`src/rtl/dmem_arbiter.sv`:
```
// -----------------------------------------------------------------------------
// dmem_arbiter
//
// Shares the single-ported 64-bit data memory between two requesters:
//   requester 0 - core load/store path
//   requester 1 - debug / DMA port
// Requests use a valid/ready handshake with round-robin priority. Each accepted
// transaction strobes MemRead or MemWrite for exactly one cycle and returns a
// one-cycle response pulse to its owner. Misaligned accesses never touch the
// memory and are answered with rsp_err.
//
// Ports
//   clk, rst_n                     clock, asynchronous active-low reset
//   reqN_valid/we/addr/wdata       request from requester N (stable until accepted)
//   reqN_ready                     combinational acceptance, only while idle
//   rspN_valid                     one-cycle response pulse to requester N
//   rsp_rdata, rsp_err             shared response payload, qualified by rspN_valid
//   MemRead, MemWrite, a, wd       registered memory pins
//   rd                             combinational read data from the memory
// -----------------------------------------------------------------------------
module dmem_arbiter #(
    parameter int unsigned DM_ADDRESS = 9,
    parameter int unsigned DATA_W     = 64
) (
    input  logic                  clk,
    input  logic                  rst_n,

    input  logic                  req0_valid,
    input  logic                  req0_we,
    input  logic [DM_ADDRESS-1:0] req0_addr,
    input  logic [DATA_W-1:0]     req0_wdata,
    output logic                  req0_ready,

    input  logic                  req1_valid,
    input  logic                  req1_we,
    input  logic [DM_ADDRESS-1:0] req1_addr,
    input  logic [DATA_W-1:0]     req1_wdata,
    output logic                  req1_ready,

    output logic                  rsp0_valid,
    output logic                  rsp1_valid,
    output logic [DATA_W-1:0]     rsp_rdata,
    output logic                  rsp_err,

    output logic                  MemRead,
    output logic                  MemWrite,
    output logic [DM_ADDRESS-1:0] a,
    output logic [DATA_W-1:0]     wd,
    input  logic [DATA_W-1:0]     rd
);

    typedef enum logic [1:0] {
        StIdle = 2'd0,
        StAcc  = 2'd1,
        StResp = 2'd2
    } state_e;

    state_e                r_state;
    state_e                w_state_next;

    // Requester granted most recently; the other one wins the next contention.
    logic                  r_last_grant;
    logic                  r_owner;
    logic                  r_we;

    logic                  r_mem_read;
    logic                  r_mem_write;
    logic [DM_ADDRESS-1:0] r_a;
    logic [DATA_W-1:0]     r_wd;

    logic                  r_rsp0_valid;
    logic                  r_rsp1_valid;
    logic                  r_rsp_err;
    logic [DATA_W-1:0]     r_rsp_rdata;

    logic                  w_grant0;
    logic                  w_grant1;
    logic                  w_accept;
    logic                  w_sel;
    logic                  w_sel_we;
    logic [DM_ADDRESS-1:0] w_sel_addr;
    logic [DATA_W-1:0]     w_sel_wdata;
    logic                  w_aligned;

    // Arbitration: a lone requester always wins; under contention the one not
    // granted last time wins.
    always_comb begin
        w_grant0 = 1'b0;
        w_grant1 = 1'b0;
        if (r_state == StIdle) begin
            if (req0_valid && (!req1_valid || r_last_grant)) begin
                w_grant0 = 1'b1;
            end else if (req1_valid) begin
                w_grant1 = 1'b1;
            end
        end
    end

    assign w_accept    = w_grant0 | w_grant1;
    assign w_sel       = w_grant1;
    assign w_sel_we    = w_sel ? req1_we    : req0_we;
    assign w_sel_addr  = w_sel ? req1_addr  : req0_addr;
    assign w_sel_wdata = w_sel ? req1_wdata : req0_wdata;
    assign w_aligned   = (w_sel_addr[2:0] == 3'b000);

    always_comb begin
        w_state_next = r_state;
        unique case (r_state)
            StIdle: begin
                if (w_accept) begin
                    w_state_next = w_aligned ? StAcc : StResp;
                end
            end
            StAcc:   w_state_next = StResp;
            StResp:  w_state_next = StIdle;
            default: w_state_next = StIdle;
        endcase
    end

    always_ff @(posedge clk or negedge rst_n) begin
        if (!rst_n) begin
            r_state <= StIdle;
        end else begin
            r_state <= w_state_next;
        end
    end

    // Datapath and registered strobes. a/wd are loaded at acceptance so they are
    // already stable throughout the ACC cycle, and then simply hold.
    always_ff @(posedge clk or negedge rst_n) begin
        if (!rst_n) begin
            r_last_grant <= 1'b1;
            r_owner      <= 1'b0;
            r_we         <= 1'b0;
            r_mem_read   <= 1'b0;
            r_mem_write  <= 1'b0;
            r_a          <= '0;
            r_wd         <= '0;
            r_rsp0_valid <= 1'b0;
            r_rsp1_valid <= 1'b0;
            r_rsp_err    <= 1'b0;
            r_rsp_rdata  <= '0;
        end else begin
            r_mem_read   <= 1'b0;
            r_mem_write  <= 1'b0;
            r_rsp0_valid <= 1'b0;
            r_rsp1_valid <= 1'b0;
            unique case (r_state)
                StIdle: begin
                    if (w_accept) begin
                        r_owner      <= w_sel;
                        r_we         <= w_sel_we;
                        r_last_grant <= w_sel;
                        if (w_aligned) begin
                            r_mem_read  <= ~w_sel_we;
                            r_mem_write <= w_sel_we;
                            r_a         <= w_sel_addr;
                            if (w_sel_we) begin
                                r_wd <= w_sel_wdata;
                            end
                        end else begin
                            // Misaligned: answer straight away, memory untouched.
                            r_rsp0_valid <= ~w_sel;
                            r_rsp1_valid <= w_sel;
                            r_rsp_err    <= 1'b1;
                        end
                    end
                end
                StAcc: begin
                    if (!r_we) begin
                        r_rsp_rdata <= rd;
                    end
                    r_rsp0_valid <= ~r_owner;
                    r_rsp1_valid <= r_owner;
                    r_rsp_err    <= 1'b0;
                end
                default: ;
            endcase
        end
    end

    assign req0_ready = w_grant0;
    assign req1_ready = w_grant1;
    assign rsp0_valid = r_rsp0_valid;
    assign rsp1_valid = r_rsp1_valid;
    assign rsp_rdata  = r_rsp_rdata;
    assign rsp_err    = r_rsp_err;
    assign MemRead    = r_mem_read;
    assign MemWrite   = r_mem_write;
    assign a          = r_a;
    assign wd         = r_wd;

endmodule

```
`config.mk`:
```
export PLATFORM = sky130hd
export DESIGN_NAME = dmem_arbiter
export DESIGN_NICKNAME = d
export VERILOG_FILES = /design/src/rtl/dmem_arbiter.sv
export SDC_FILE = /design/constraint.sdc
export NUM_CORES = 1
export LEC_CHECK = 0
export BUFFER_PORTS_ARGS = -buffer_cell sky130_fd_sc_hd__buf_2
export CAP_MARGIN = 20
export CORE_AREA = 2 2 140 142
export CTS_CLUSTER_DIAMETER = 120
export DETAILED_ROUTE_END_ITERATION = 6
export DIE_AREA = 0 0 142 144
export PLACE_DENSITY = 0.69
export SLEW_MARGIN = 20
export SYNTH_ARGS = -nofsm -noshare
export SYNTH_HDL_FRONTEND = slang
export SYNTH_SLANG_ARGS = --single-unit
```
`constraint.sdc`:
```
create_clock -name clk -period 2.1 [get_ports clk]
set_input_delay 0.105 -clock clk [delete_from_list [all_inputs] [get_ports clk]]
set_output_delay 0.105 -clock clk [all_outputs]
set_load 0.03 [all_outputs]
```
==> results of run 1 <==
## placed cells by master (no fill, tap or decap), types with 2 or more instances in the layout
master           n
dfrtp_1        146
buf_4            7
buf_2          358
mux2_1          42
o21ai_0          3
inv_1            2
buf_12           9
nor3_1           2
and3_1           3
nand2_1          4
inv_8            3
mux2_2         110
inv_6            6
bufinv_16        4
clkinv_4         2
nor2_1           5
clkbuf_16       17
mux2_4          52
dlygate4sd3_1   66
## routing by layer
| metal | vias up | share of wire, % | global-route usage [%] |
|---|---|---|---|
| met5 | - | 0 | 0 |
| met4 | 0 | 1.4 | 5.105 |
| met3 | 20 | 6.5 | 4.702 |
| met2 | 211 | 51 | 29.11 |
| met1 | 2382 | 41 | 19.69 |
| li1 | 2366 | - | - |
## power groups by stage
stage                     clock, mW  sequential, mW  combinational [mW]
after floorplan                   0            7.20                1.88
after global placement            0            4.74                6.21
after detailed placement          0            4.74                6.28
after CTS                      3.47            4.72                6.39
after global routing           3.61            4.89                6.69
final                          3.36            4.74                6.35
## state kept, by name, indices dropped and copies added (netlist names)
signal / flops
MemRead: 1
MemWrite: 1
a: 9
r_last_grant: 1
r_owner: 1
r_state: 2
r_we: 1
rsp0_valid: 1
rsp1_valid: 1
rsp_err: 1
rsp_rdata: 64
wd: 64
## logic make-up after synthesis
group | after synthesis
flops | 147
mux | 205
compound gates | 11
simple gates | 22
buf+inv | 23
## metrics by stage
stage	setup WS [ns]	instance area (um^2)	util [%]	hold slack [ns]
global route	0.004527	10070	52.78	0.01093
finish	0.09449	10070	52.78	0.02550
floorplan	0.1890	6621	-	-0.1906
detailed placement	0.08955	8753	45.88	0.01833
CTS	0.08144	10070	52.78	0.007089
global placement	0.1296	8753	45.88	0.01636
## path summary, 6_finish.rpt
kind,start,to,slack [ns],cells after the start
min in group asynchronous,rst_n,rsp_rdata[0]$_DFFE_PN0P_,0.15,2
min,req0_addr[4],a[4]$_DFFE_PN0P_,0.03,3
max in group asynchronous,rst_n,wd[49]$_DFFE_PN0P_,1.27,3
min reg2reg,rsp_err$_DFFE_PN0P_,rsp_err$_DFFE_PN0P_,0.48,2
max reg2reg,r_last_grant$_DFFE_PN1P_,wd[41]$_DFFE_PN0P_,0.09,7
max,r_last_grant$_DFFE_PN1P_,wd[41]$_DFFE_PN0P_,0.09,7
## final cells by class
class | count | share of cell area, %
clock inverter | 15 | 2.298
timing repair buffer | 441 | 26.77
sequential | 147 | 36.54
multi-input combinational | 238 | 27.05
tap | 238 | 2.957
inverter | 3 | 0.1615
clock buffer | 17 | 4.224
## worst reg2reg max path, cell delays in order, from the launching register on
cell and delay (ns):
dfstp_2 0.57, nand2_2 0.09, nand2_4 0.11, clkinv_4 0.06, o31ai_4 0.28, buf_12 0.21
buf_12 0.21, mux2_2 0.35
==> reports/qor.csv, run 1 <==
stage,metric,value,unit
status,status,"finished, final reports clean",
power,Seq pwr share,32.8,%
drt,1st-pass router iterations,4,
logic_synthesis,Yosys reg bits,147,
drt,DRT antenna net count,0,
logic_synthesis,Synth top cells by count,"dfrtp_1 (146), mux2_2 (110), mux2_4 (52)",
finish,Final #Nets,1064,
logic_synthesis,Synth area leader,dfrtp_1,
cts,# resized after CTS,0,
setup_path,"Largest stage delay, worst path",0.57,ns
setup_path,CP Data Arrival Time,2.30,ns
floorplanning,Die H,144,um
finish,n_diodes,0,
logic_synthesis,most common cell in the netlist,dfrtp_1,
cts,Root Driver,clkbuf_16,
floorplanning,io pins,360,
setup_path,Crit Path Class,flop to flop,
timing,fin crit period,2.006,ns
cts,CTS tree,yes,
cts,worst-skew pair later-pin latency,0.41,ns
timing,Setup-failing EPs final,0,
setup_path,slowest CP cell,dfstp_2,
setup_path,crit path buf inv count,3,
timing,fin. max-slew vios,0,
power,Sw Pwr,5.802,mW
timing,Fin Setup TNS,0,ns
setup_path,"Top cell by count, worst path",buf_12,
global_routing,grt total ovfl,0,
drt,Iter 0 DRT Violations,79,
cts,Post-CTS Hold Fix Bufs,66,
logic_synthesis,"Seq/Total Area, Yosys",55.57,%
drt,Residual DRC,0,
logic_synthesis,synth unique cells,33,
drt,vias per inst,4.530,
floorplanning,row count,51,
cts,postcts setup bufs,0,
logic_synthesis,Mapped Avg Cell Area,16.23,um^2
logic_synthesis,Synth Area in Adders,0,%
logic_synthesis,yosys warns,0,
cts,Clock Path Buffers,2,
logic_synthesis,Synth Area in Simple Gates,1.946,%
setup_path,CP Data Required Time,2.39,ns
power,switching share of total power,40.15,%
finish,Finished Layout Cells,1099,
drt,final WL,17.23,mm
timing,Slew headroom,72.42,%
setup_path,crit path max fanout,20,
drt,Vias,4979,
global_routing,vias in the first global route,5231,
power,Leakage Power,5.145,nW
placement,dpl hpwl,11.93,mm
floorplanning,die width,142,um
timing,"Period Utilization, post-route",95.50,%
power,Cell Pwr Density,1435,nW/um^2
logic_synthesis,Most used DFF post-synth,dfrtp_1,
timing,Max Freq,0.4986,GHz
logic_synthesis,Mapped Nets,624,
cts,clock sink count,147,
setup_path,kind of end point of the critical path,flop,
floorplanning,Core Region,19080,um^2
cts,TritonCTS Buffers,17,
placement,Cells after DPL,1001,
logic_synthesis,Synth area leaders,"dfrtp_1 (55%), mux2_2 (19%), mux2_4 (12%)",
run,Max-Cap Viols,0,
worst_hold_path,worst hold path class,input pin to flop,
global_routing,initial antenna violation count,0,
global_routing,all-layer global routing usage,16.56,%
timing,Slew @ Worst Pin,0.4137,ns
logic_synthesis,number of enable flip-flop cells after synthesis,0,
global_routing,largest net degree at the start of global routing,73,
timing,RSZ-0062 raised after global routing,no,
cts,clock-pin slew on the worst setup and hold paths,0.07,ns
placement,GPL Wtd Cong,0.7982,
logic_synthesis,post-synthesis cell area,6621,um^2
finish,register area,3680,um^2
finish,Fillers,1569,
setup_path,crit-path cells,nand2_2 > nand2_4 > clkinv_4 > o31ai_4 > buf_12 > buf_12 > mux2_2,
finish,Area Overhead vs Synth,52.10,%
timing,"Hold Vio Cnt, Final",0,
logic_synthesis,Cells after Synth,408,
power,VDD IR max,631.2,uV
drt,Routed WL per cell,15.68,um
logic_synthesis,Synth Area in Compound Gates,1.323,%
logic_synthesis,post-synthesis xor/xnor area fraction,0,%
power,Tot Pwr,14.45,mW
global_routing,first-pass GRT wire length,26.45,mm
power,Pint,8.649,mW
timing,clock skew after layout,0.009697,ns
finish,share of cells above drive strength 1,66.90,%
logic_synthesis,Synth top area share,55.18,%
power,combinational share of power,44.0,%
floorplanning,die area,20450,um^2
setup_path,Startpoint Class,flop,
logic_synthesis,largest family of logic cells by synthesized area,multiplexers,
placement,IO Port Bufs,359,
logic_synthesis,asr flop ratio synth,100.0,%
cts,H-tree depth,4,
power,Clk pwr share,23.3,%
logic_synthesis,mux share of post-synthesis cell area,37.79,%
floorplanning,Initial Util,34.70,%
finish,multi-input logic area,2724,um^2
setup_path,"CP delay by family, top",flip-flops,
Note: power is estimated with default switching activity, not from simulation.
==> inputs of run 2 (changes only) <==
CORE_AREA = 2 2 139 141   (was 2 2 140 142)
CTS_BUF_LIST = sky130_fd_sc_hd__clkbuf_2   (was not set)
DIE_AREA = 0 0 141 143   (was 0 0 142 144)
PLACE_DENSITY = 0.7   (was 0.69)
==> run 2 against run 1 <==
Effect of this change: the flow now stops in clock tree synthesis; area after synthesis unchanged; synthesized cell count unchanged.
==> reports/qor.csv, run 2 <==
stage,metric,value,unit,change
placement,placed inst area,8721,um^2,was 8753 um^2
floorplanning,io pins,360,,unchanged
logic_synthesis,Cells after Synth,408,,unchanged
cts,# resized after CTS,0,,unchanged
cts,H-tree depth,4,,unchanged
logic_synthesis,Mapped Nets,624,,unchanged
cts,Clock Path Buffers,2,,unchanged
floorplanning,Initial Util,35.64,%,was 34.70%
logic_synthesis,post-synthesis cell area,6621,um^2,unchanged
floorplanning,Die H,143,um,was 144 um
cts,Root Driver,clkbuf_2,,was clkbuf_16
logic_synthesis,Synth top cells by count,"dfrtp_1 (146), mux2_2 (110), mux2_4 (52)",,unchanged
logic_synthesis,number of enable flip-flop cells after synthesis,0,,unchanged
logic_synthesis,most common cell in the netlist,dfrtp_1,,unchanged
logic_synthesis,synth unique cells,33,,unchanged
logic_synthesis,asr flop ratio synth,100.0,%,unchanged
cts,clock sink count,147,,unchanged
logic_synthesis,Most used DFF post-synth,dfrtp_1,,unchanged
status,error msg,[ERROR RSZ-0060] Max buffer count reached.,,
floorplanning,row count,50,,was 51
logic_synthesis,Synth area leaders,"dfrtp_1 (55%), mux2_2 (19%), mux2_4 (12%)",,unchanged
placement,IO Port Bufs,359,,unchanged
logic_synthesis,Yosys reg bits,147,,unchanged
status,status,did not finish,,"was finished, final reports clean"
cts,Post-CTS Hold Fix Bufs,206,,was 66
logic_synthesis,yosys warns,0,,unchanged
cts,TritonCTS Buffers,17,,unchanged
placement,Setup WS pre-CTS,0.1286,ns,was 0.08955 ns
cts,postcts setup bufs,0,,unchanged
placement,GPL Wtd Cong,0.8093,,was 0.7982
logic_synthesis,"Seq/Total Area, Yosys",55.57,%,unchanged
logic_synthesis,Mapped Avg Cell Area,16.23,um^2,unchanged
placement,dpl hpwl,12.91,mm,was 11.93 mm
floorplanning,die width,141,um,was 142 um
logic_synthesis,Synth area leader,dfrtp_1,,unchanged
status,stopping stage,clock tree synthesis,,
logic_synthesis,Synth top area share,55.18,%,unchanged
==> run 2: cell counts after synthesis <==
Identical to the previous run, type by type.
==> run 2: cell families after synthesis <==
group                  synth area share [%]
AOI/OAI and AO/OA                     1.323
and+or+nand+nor                       1.947
DFF                                   55.57
muxes                                 37.79
buffers and inverters                 3.364
==> run 2: per-stage QoR <==
step                      cells  utilization [%]
after global placement      995            46.94
after detailed placement    995            46.94
after floorplan             408                -
==> inputs of run 3 (changes only) <==
CORE_AREA = 2 2 140 142   (was 2 2 139 141)
CTS_BUF_LIST = not set   (was sky130_fd_sc_hd__clkbuf_2)
CTS_CLUSTER_DIAMETER = not set   (was 120)
DIE_AREA = 0 0 142 144   (was 0 0 141 143)
PLACE_DENSITY = not set   (was 0.7)
PLACE_DENSITY_LB_ADDON = 0.15   (was not set)
==> run 3 against run 2 <==
Effect of this change: the run now ends clean.
==> reports/qor.csv, run 3 (synthesis gave the netlist of run 1 again) <==
stage,metric,value,unit,change
global_routing,initial antenna violation count,0,,
finish,multi-input logic area,2724,um^2,
finish,design area,9983,um^2,
timing,"Period Utilization, post-route",96.24,%,
cts,CTS tree,yes,,
timing,fin crit period,2.021,ns,
cts,Clock Path Buffers,2,,unchanged
setup_path,crit path max fanout,21,,
setup_path,CP Data Arrival Time,2.32,ns,
drt,Iter 0 DRT Violations,80,,
placement,GPL Wtd Cong,0.8236,,was 0.8093
setup_path,Crit Path Class,flop to flop,,
global_routing,vias in the first global route,5329,,
floorplanning,io pins,360,,unchanged
drt,Vias,4971,,
global_routing,met1 usage,19.97,%,
global_routing,GRT busiest layer,met2,,
placement,placed inst area,8678,um^2,was 8721 um^2
drt,final WL,18.58,mm,
global_routing,first-pass GRT wire length,27.42,mm,
finish,Final #Nets,1060,,
finish,n_diodes,0,,
floorplanning,Initial Util,34.70,%,was 35.64%
cts,TritonCTS Buffers,17,,unchanged
timing,fin. max-slew vios,0,,
global_routing,GR Util met2,31.20,%,
drt,1st-pass router iterations,4,,
placement,Cells after DPL,996,,was 995
cts,H-tree depth,4,,unchanged
finish,"commonest non-fill, non-tap cell in the layout",buf_2,,
floorplanning,Die H,144,um,was 143 um
cts,worst-skew pair later-pin latency,0.42,ns,
setup_path,CP Data Required Time,2.40,ns,
cts,clock sink count,147,,unchanged
timing,"Hold Vio Cnt, Final",0,,
placement,Setup WS pre-CTS,0.07875,ns,was 0.1286 ns
power,Leakage Power,5.097,nW,
global_routing,grt total ovfl,0,,
setup_path,Startpoint Class,flop,,
floorplanning,row count,51,,was 50
finish,register area,3680,um^2,
floorplanning,die area,20450,um^2,
finish,Fillers,1666,,
drt,DRT antenna net count,0,,
finish,Area Overhead vs Synth,50.77,%,
floorplanning,die width,142,um,was 141 um
finish,"commonest cells after routing, fill and taps aside","buf_2 (358), dfrtp_1 (146), mux2_2 (110)",,
floorplanning,Core Region,19080,um^2,
finish,share of cells above drive strength 1,66.63,%,
global_routing,largest net degree at the start of global routing,65,,
global_routing,met3 Use GR,5.596,%,
timing,Slew headroom,67.62,%,
timing,clock skew after layout,0.01070,ns,
timing,Setup-failing EPs final,0,,
drt,Routed WL per cell,16.96,um,
power,VDD IR max,562.3,uV,
timing,Slew @ Worst Pin,0.4820,ns,
cts,clock-pin slew on the worst setup and hold paths,0.06,ns,
finish,Finished Layout Cells,1095,,
cts,Root Driver,clkbuf_16,,was clkbuf_2
timing,Max Freq,0.4948,GHz,
drt,Residual DRC,0,,
timing,RSZ-0062 raised after global routing,yes,,
drt,vias per inst,4.540,,
global_routing,all-layer global routing usage,17.59,%,
power,Cell Pwr Density,1436,nW/um^2,
placement,IO Port Bufs,359,,unchanged
placement,dpl hpwl,13.39,mm,was 12.91 mm
setup_path,kind of end point of the critical path,flop,,
worst_hold_path,worst hold path class,input pin to flop,,
timing,Final WS setup,0.07902,ns,
run,Max-Cap Viols,0,,
status,status,"finished, final reports clean",,was did not finish
-- run 3: what timing repair did --
item,4_1_cts,5_1_grt
buffers inserted,0,0
endpoints found under the hold margin,104,0
endpoints found under the setup margin,0,10
gates resized for setup,0,1
hold buffers,66,0
-- run 3: routing by layer --
layer | share of wire (%) | routed length [um]
met5 | 0 | 0
met4 | 2.4 | 441
met2 | 52 | 9576
met3 | 7.0 | 1304
met1 | 39 | 7253
-- run 3: path summary, 6_finish.rpt --
| check | start | end | slack, ns | depth (start not counted) |
|---|---|---|---|---|
| max | r_last_grant$_DFFE_PN1P_ | wd[22]$_DFFE_PN0P_ | 0.08 | 6 |
| min | req1_wdata[38] | wd[38]$_DFFE_PN0P_ | 0.03 | 3 |
| max reg2reg | r_last_grant$_DFFE_PN1P_ | wd[22]$_DFFE_PN0P_ | 0.08 | 6 |
| min reg2reg | rsp_rdata[21]$_DFFE_PN0P_ | rsp_rdata[21]$_DFFE_PN0P_ | 0.48 | 1 |
| max in group asynchronous | rst_n | r_last_grant$_DFFE_PN1P_ | 1.20 | 3 |
| min in group asynchronous | rst_n | rsp_rdata[2]$_DFFE_PN0P_ | 0.21 | 2 |
-- run 3: final cells by class --
| cell class | instances | share of cell area [%] |
|---|---|---|
| clock buffer | 20 | 4.575 |
| multi-input combinational | 238 | 27.28 |
| timing repair buffer | 437 | 26.42 |
| sequential | 147 | 36.86 |
| clock inverter | 12 | 1.717 |
| tap | 238 | 2.983 |
| inverter | 3 | 0.1629 |
-- run 3: critical path: stages, from the launching register on --
cell      delay, ns
dfstp_2        0.57
nand2_2        0.09
nand2_4        0.11
clkinv_4       0.07
o31ai_4        0.37
buf_6          0.35
mux2_4         0.33
-- run 3: metrics by stage --
stage	utilization [%]	power [mW]	hold WS (ns)	TNS [ns]
3_5_place_dp	45.48	11.11	0.06120	0
5_1_grt	52.32	15.08	0.007918	-0.1922
6_report	52.32	14.34	0.02652	0
3_3_place_gp	45.48	11.01	0.05761	0
2_1_floorplan	-	9.078	-0.1906	0
4_1_cts	52.24	14.51	0.003302	0
-- run 3: power by group --
| group | switching [mW] | internal (mW) | leakage, nW |
|---|---|---|---|
| Combinational | 3.88 | 2.50 | 2.97 |
| Clock | 1.25 | 1.96 | 0.301 |
| Sequential | 0.656 | 4.09 | 1.82 |
| Total | 5.78 | 8.56 | 5.10 |
